File: src/rtl/scan_reg_bank_if.sv
// Bus bundle for scan_reg_bank: functional/scan controls and data in,
// register contents, scan-out and shift-progress status out.
//   master : drives SE, E, D, SI; observes Q, SO, SHIFT_CNT, SHIFT_DONE
//   slave  : the register bank itself
interface scan_reg_bank_if #(
    parameter int WIDTH  = 8,
    parameter int CHAINS = 1
);
    localparam int L     = WIDTH / CHAINS;
    localparam int CNT_W = $clog2(L + 1);

    logic              SE;
    logic              E;
    logic [WIDTH-1:0]  D;
    logic [CHAINS-1:0] SI;
    logic [WIDTH-1:0]  Q;
    logic [CHAINS-1:0] SO;
    logic [CNT_W-1:0]  SHIFT_CNT;
    logic              SHIFT_DONE;

    modport master (output SE, E, D, SI, input Q, SO, SHIFT_CNT, SHIFT_DONE);
    modport slave  (input SE, E, D, SI, output Q, SO, SHIFT_CNT, SHIFT_DONE);
endinterface

File: src/rtl/scan_reg_bank.sv
// Mux-D scan register bank with CHAINS parallel scan chains.
//   CLK  : rising-edge clock
//   RN   : asynchronous active-low reset (Q=RESET_VAL, counter cleared)
//   bus  : scan_reg_bank_if.slave
//          SE scan enable (priority over E), E load enable, D functional data,
//          SI per-chain scan-in, Q contents, SO per-chain scan-out,
//          SHIFT_CNT shifts done modulo L, SHIFT_DONE pulse after each L-th shift.
// Chain c owns Q[c*L +: L]; head bit c*L takes SI[c], tail bit c*L+L-1 feeds SO[c].
module scan_reg_bank #(
    parameter int               WIDTH     = 8,
    parameter int               CHAINS    = 1,
    parameter logic [WIDTH-1:0] RESET_VAL = '0,
    parameter bit               LOCKUP    = 1'b1
) (
    input  logic            CLK,
    input  logic            RN,
    scan_reg_bank_if.slave  bus
);
    localparam int L     = WIDTH / CHAINS;
    localparam int CNT_W = $clog2(L + 1);
    localparam logic [CNT_W-1:0] CNT_MAX = CNT_W'(L - 1);

    generate
        if (WIDTH < 1 || CHAINS < 1 || (WIDTH % CHAINS) != 0) begin : g_param_err
            $fatal(1, "scan_reg_bank: CHAINS must divide WIDTH and both must be >= 1");
        end
    endgenerate

    logic [WIDTH-1:0]  q_q, q_d;
    logic [WIDTH-1:0]  shift_v;
    logic [CHAINS-1:0] tail;
    logic [CNT_W-1:0]  cnt_q, cnt_d;
    logic              done_q, done_d;

    // Shifted image of the register: each chain moves one place toward its tail.
    genvar c, i;
    generate
        for (c = 0; c < CHAINS; c++) begin : g_chain
            for (i = 0; i < L; i++) begin : g_bit
                if (i == 0) begin : g_head
                    assign shift_v[c*L] = bus.SI[c];
                end else begin : g_body
                    assign shift_v[c*L+i] = q_q[c*L+i-1];
                end
            end

            assign tail[c] = q_q[c*L+L-1];

            if (LOCKUP) begin : g_lockup
                // Negative-level latch: SO moves half a cycle after the tail
                // flop, so a downstream chain on a late clock still sees the
                // old bit at its own edge.
                logic so_lat;
                always_latch begin
                    if (!RN)
                        so_lat <= RESET_VAL[c*L+L-1];
                    else if (!CLK)
                        so_lat <= tail[c];
                end
                assign bus.SO[c] = so_lat;
            end else begin : g_direct
                assign bus.SO[c] = tail[c];
            end
        end
    endgenerate

    always_comb begin
        q_d    = q_q;
        cnt_d  = '0;
        done_d = 1'b0;
        if (bus.SE) begin
            q_d = shift_v;
            // Wrap at L-1 and flag a completed full-chain shift.
            if (cnt_q == CNT_MAX) begin
                cnt_d  = '0;
                done_d = 1'b1;
            end else begin
                cnt_d = cnt_q + 1'b1;
            end
        end else if (bus.E) begin
            q_d = bus.D;
        end
    end

    always_ff @(posedge CLK or negedge RN) begin
        if (!RN) begin
            q_q    <= RESET_VAL;
            cnt_q  <= '0;
            done_q <= 1'b0;
        end else begin
            q_q    <= q_d;
            cnt_q  <= cnt_d;
            done_q <= done_d;
        end
    end

    assign bus.Q          = q_q;
    assign bus.SHIFT_CNT  = cnt_q;
    assign bus.SHIFT_DONE = done_q;
endmodule
File: src/flat_wrapper.sv
// flat-port wrapper written by rule: the top's interface ports become plain ports
module scan_reg_bank_flat 
#(
    parameter int               WIDTH     = 8,
    parameter int               CHAINS    = 1,
    parameter logic [WIDTH-1:0] RESET_VAL = '0,
    parameter bit               LOCKUP    = 1'b1
)
  (CLK, RN, bus_SE, bus_E, bus_D, bus_SI, bus_Q, bus_SO, bus_SHIFT_CNT, bus_SHIFT_DONE);
  scan_reg_bank_if #(.WIDTH(WIDTH), .CHAINS(CHAINS)) bus_i ();
  input  logic CLK;
  input  logic RN;
  input wire logic [$bits(bus_i.SE)-1:0] bus_SE;
  input wire logic [$bits(bus_i.E)-1:0] bus_E;
  input wire logic [$bits(bus_i.D)-1:0] bus_D;
  input wire logic [$bits(bus_i.SI)-1:0] bus_SI;
  output wire logic [$bits(bus_i.Q)-1:0] bus_Q;
  output wire logic [$bits(bus_i.SO)-1:0] bus_SO;
  output wire logic [$bits(bus_i.SHIFT_CNT)-1:0] bus_SHIFT_CNT;
  output wire logic [$bits(bus_i.SHIFT_DONE)-1:0] bus_SHIFT_DONE;
  assign bus_i.SE = bus_SE;
  assign bus_i.E = bus_E;
  assign bus_i.D = bus_D;
  assign bus_i.SI = bus_SI;
  assign bus_Q = bus_i.Q;
  assign bus_SO = bus_i.SO;
  assign bus_SHIFT_CNT = bus_i.SHIFT_CNT;
  assign bus_SHIFT_DONE = bus_i.SHIFT_DONE;
  scan_reg_bank #(.WIDTH(WIDTH), .CHAINS(CHAINS), .RESET_VAL(RESET_VAL), .LOCKUP(LOCKUP)) u_core (.CLK(CLK), .RN(RN), .bus(bus_i));
endmodule
File: config.mk
export PLATFORM = sky130hd
export DESIGN_NAME = scan_reg_bank_flat
export DESIGN_NICKNAME = d
export VERILOG_FILES = /design/src/rtl/scan_reg_bank_if.sv /design/src/rtl/scan_reg_bank.sv /design/src/flat_wrapper.sv
export SDC_FILE = /design/constraint.sdc
export NUM_CORES = 1
export LEC_CHECK = 0
export ABC_AREA = 0
export BUFFER_PORTS_ARGS = -buffer_cell sky130_fd_sc_hd__buf_4
export CAP_MARGIN = 30
export CELL_PAD_IN_SITES_DETAIL_PLACEMENT = 1
export CELL_PAD_IN_SITES_GLOBAL_PLACEMENT = 1
export CORE_ASPECT_RATIO = 0.9
export CORE_MARGIN = 1.5
export CORE_UTILIZATION = 35
export CTS_CLUSTER_SIZE = 14
export DETAILED_ROUTE_END_ITERATION = 10
export GPL_ROUTABILITY_DRIVEN = 0
export PLACE_DENSITY_LB_ADDON = 0.1
export SETUP_SLACK_MARGIN = 0.05
export SYNTH_ARGS = -nofsm -noshare
export SYNTH_HDL_FRONTEND = slang
export SYNTH_SLANG_ARGS = --single-unit
File: constraint.sdc
create_clock -name CLK -period 1.97 [get_ports CLK]
set_clock_uncertainty 0.15 [all_clocks]
set_input_delay 0.0985 -clock CLK [delete_from_list [all_inputs] [get_ports CLK]]
set_output_delay 0.0985 -clock CLK [all_outputs]
set_load 0.01 [all_outputs]
; ---- Word level (Yosys, flattened, before mapping)
; Index checks and enable logic that the tools add are counted.
[totals]
elab_cells = 17
latchBits = 1
in_bits = 13
out_inout_bits = 14
ff_bits = 13
[op_classes]
n_addsub = 1
muxes = 10
n_eq_ne = 1
n_reduce_logical = 1
[op_table]
columns = cell, count
row1 = $mux W8, 2
row2 = $mux W4, 2
row3 = $mux W1, 6
row4 = $add A4 B1 Y4 const B, 1
row5 = $eq A4 B3 Y1 const B, 1
row6 = $reduce_bool A2 Y1, 1

; ---- Depth between registers and ports, before layout
[depth]
word_depth = 3
depth_mapped = 3
ltp_nobuf = 3

==> run summary <==
Combinational logic is responsible for 22.0% of the overall power. The clock network latency to the later pin of the worst-skew pair is 0.38 ns. The min-delay analysis places its worst path in the category primary input to clock gate. In this run, post-CTS repair resized a total of 0 instances. The first global-routing pass estimated 2739 um of wire. The number of warnings reported in the yosys synthesis log is 0. The largest net degree at the start of global routing came out at 18. The worst setup path is captured at a primary output.

The mapped cell area is 600.6 um2. The length of the first detailed-routing pass in iterations is 4. In this design, the stage delay of the slowest critical-path cell is 0.30 ns. The area share of the leading cell type in the synthesized netlist is 54.17%.

The cell area reported after detailed placement is 809.5 um2. The run finished, with violations left. The global router's overall resource usage came out at 20.62%. The number of rows in the core area is 14. The post-layout total power is 786.5 uW. The net switching power figure is 208.7 uW.

The cell-internal power is 577.8 uW. Clock-pin slew was measured on the worst setup and hold paths at 0.04 ns. For this design, the slowest cell found on the critical path is sky130_fd_sc_hd__dlxtp_1.

The proportion of register bits with asynchronous set or reset after synthesis is 92.86%. The synthesized netlist devotes 6.667% of its cell area to compound gates. The largest fanout on the critical path came out at 1. The horizontal die dimension is 46.67 um. In the routed design, unresolved DRC markers number 0.

TritonCTS built the clock tree. The number of nets handed over by synthesis was 68. The setup slack at placement is 0.3374 ns. The worst setup path is launched from a latch. Relative to the synthesized area, the layout overhead comes to 75.83%. Summed over all cells, the static leakage comes to 0.0005405 uW. In the post-synthesis netlist, the cell with the most instances is sky130_fd_sc_hd__dfrtp_1. The number of maximum-capacitance violations is 0. The synthesized netlist devotes 2.083% of its cell area to adder and majority cells. In the final routed layout, each cell accounts on average for 12.98 um. After synthesis, the share of cell area in mux cells is 15.00%.

The post-route netlist has 31.73% of its cells at a drive strength greater than 1. The number of nets with antenna violations after detailed routing came out at 0. The max-slew violation count is 0. The share of total power consumed by net switching is 26.53%. The setup path with the least slack is of type latch to primary output. 27 I/O pins were placed. Among cell families on the critical path, the largest total delay comes from latches. The initial core utilization is 36.47%. The placeable core region came out at 1647 um2. The smallest setup slack after layout came out at -0.07024 ns.

The XOR/XNOR share of the synthesized area is 1.458%. The number of global-route vias before repair is 639. The antenna cell count came out at 0. The power density over cell area came out at 744.8 nW/um2. The routed via count divided by cell count came out at 4.609. The maximum resistive drop on vdd is 487.0 uV.

Ranked by total cell area, the synthesized netlist is headed by sky130_fd_sc_hd__dfrtp_1 (54%), sky130_fd_sc_hd__mux2i_1 (15%), sky130_fd_sc_hd__o21ai_0 (6.7%), sky130_fd_sc_hd__nand2_1 (6.3%), sky130_fd_sc_hd__and2_1 (4.2%). Of the total power, the clock network draws 36.9%. The per-instance average area after synthesis is 11.12 um2.

The port buffer count came out at 26. The relative max-transition margin came out at 67.08%. The worst-case hold slack is -1.203 ns. The detailed router placed 590 vias in this run. The die extent in y is 42.30 um. The checks that failed: hold timing, setup timing. Setup repair after global routing could not meet its margin everywhere. The measured slew at the worst slew-check pin came out at 0.4922 ns. The first routing iteration left 4 violations.

The floorplan step defined a die boundary enclosing 1974 um2. The post-layout instance area came out at 1056 um2. Sorting the synthesized cells by how often they occur yields sky130_fd_sc_hd__dfrtp_1 (13), sky130_fd_sc_hd__nand2_1 (10), sky130_fd_sc_hd__mux2i_1 (9), sky130_fd_sc_hd__o21ai_0 (8), sky130_fd_sc_hd__and2_1 (4). The placed wire-length estimate came out at 913.8 um. The number of library cell types mapped by synthesis came out at 15. At the worst endpoint, the required time is 1.72 ns. The final wirelength is 1662 um.

The number of register bits inferred by synthesis is 14. Of the total synthesized cell area, the portion taken by AND, OR, NAND and NOR gates is 15.42%. The number of enable-type register cells in the synthesized netlist is 0. Data on the critical path arrives at its endpoint at 1.79 ns. The overflow left after global routing is 0. By area, the combinational part of the netlist is dominated by simple AND/OR/NAND/NOR gates. The most common flop cell mapped by yosys is sky130_fd_sc_hd__dfrtp_1.

Summed over all instances, the cell type with the most area after synthesis is sky130_fd_sc_hd__dfrtp_1. For this design, the CTS-stage hold fixing added 19 buffers. The buffering stage count on the worst path with inverters included came out at 1. The signal on the critical path passes through buf_4. The synthesized instance count came out at 54. Setup violations remaining at the end of the flow were counted as 1. The share of total power dissipated in sequential elements is 41.1%. The number of antenna violations at the first check in global routing is 0. The net total in the final layout came out at 119. The count of final hold-check violations is 15.
-- worst paths after layout --
check | cells after the start | slack [ns] | end | from
max | 1 | -0.07 | bus_SO | u_core.bus.SO
max in group asynchronous | 1 | 2.10 | u_core.bus.SHIFT_CNT[1] | RN
max in group gated | 1 | 1.84 | clock gate | RN
max reg2reg | 1 | 0.32 | u_core.bus.SO | u_core.bus.Q[7]
min | 1 | -1.20 | clock gate | RN
min in group CLK | 2 | -0.04 | u_core.bus.SO | RN
min in group asynchronous | 1 | -0.61 | u_core.bus.SHIFT_CNT[2] | RN
min reg2reg | 1 | 0.37 | u_core.bus.SHIFT_CNT[0] | u_core.bus.SHIFT_CNT[0]
-- sequential cells by signal, indices dropped and copies added (netlist names) --
| register | count |
|---|---|
| u_core.bus.Q | 8 |
| u_core.bus.SHIFT_CNT | 4 |
| u_core.bus.SHIFT_DONE | 1 |
| u_core.bus.SO | 1 |
-- power groups by stage --
stage | Combinational (uW) | Clock, uW | Sequential (uW)
after CTS | 171 | 295 | 323
after floorplan | 41.7 | 4.20 | 338
after global routing | 189 | 314 | 327
after detailed placement | 127 | 4.18 | 328
after global placement | 124 | 4.18 | 327
final | 173 | 290 | 323
-- stage by stage --
step	instances	hold slack, ns	TNS (ns)	utilization (%)
after floorplan	54	-1.037	0	-
after global placement	101	-0.8531	0	49.16
after detailed placement	101	-0.8510	0	49.16
after CTS	128	-1.209	-0.08067	64.13
after global routing	128	-1.199	-0.1249	64.13
final	128	-1.203	-0.07024	64.13
-- cells by family after synthesis --
kind of cell | count (synthesis)
AOI/OAI and AO/OA | 8
buffers and inverters | 3
xor gates and xnor gates | 1
adders and majority gates | 1
muxes | 9
and+or+nand+nor | 18
DFF | 13
latches | 1
-- cells in the final DEF, fill, tap and decap left out, drive strengths merged, types with 4 or more instances in the layout --
master,count
o21ai,8
dfrtp,13
buf,26
mux2i,9
nand2,10
and2,4
dlygate4sd3,19
clkbuf,8
-- layer usage --
metal / track usage, % / wire, um / up-vias
li1: - / - / 283
met1: 24.31 / 722 / 286
met2: 31.39 / 845 / 19
met3: 10.34 / 85 / 2
met4: 8.333 / 8 / 0
met5: 0 / 0 / -
-- timing repair --
action                     4_1_cts  5_1_grt
hold endpoints to repair        28       15
pin swaps                        0        0
buffers inserted                 0        0
setup endpoints to repair        1        1
-- cell type report --
type / count / area [um2]
tap: 24 / 30.03
clock buffer: 8 / 56.30
multi-input combinational: 37 / 244.0
timing repair buffer: 45 / 385.4
sequential: 14 / 340.3
fill: 197 / 590.6
(Power assumes the default switching activity.)
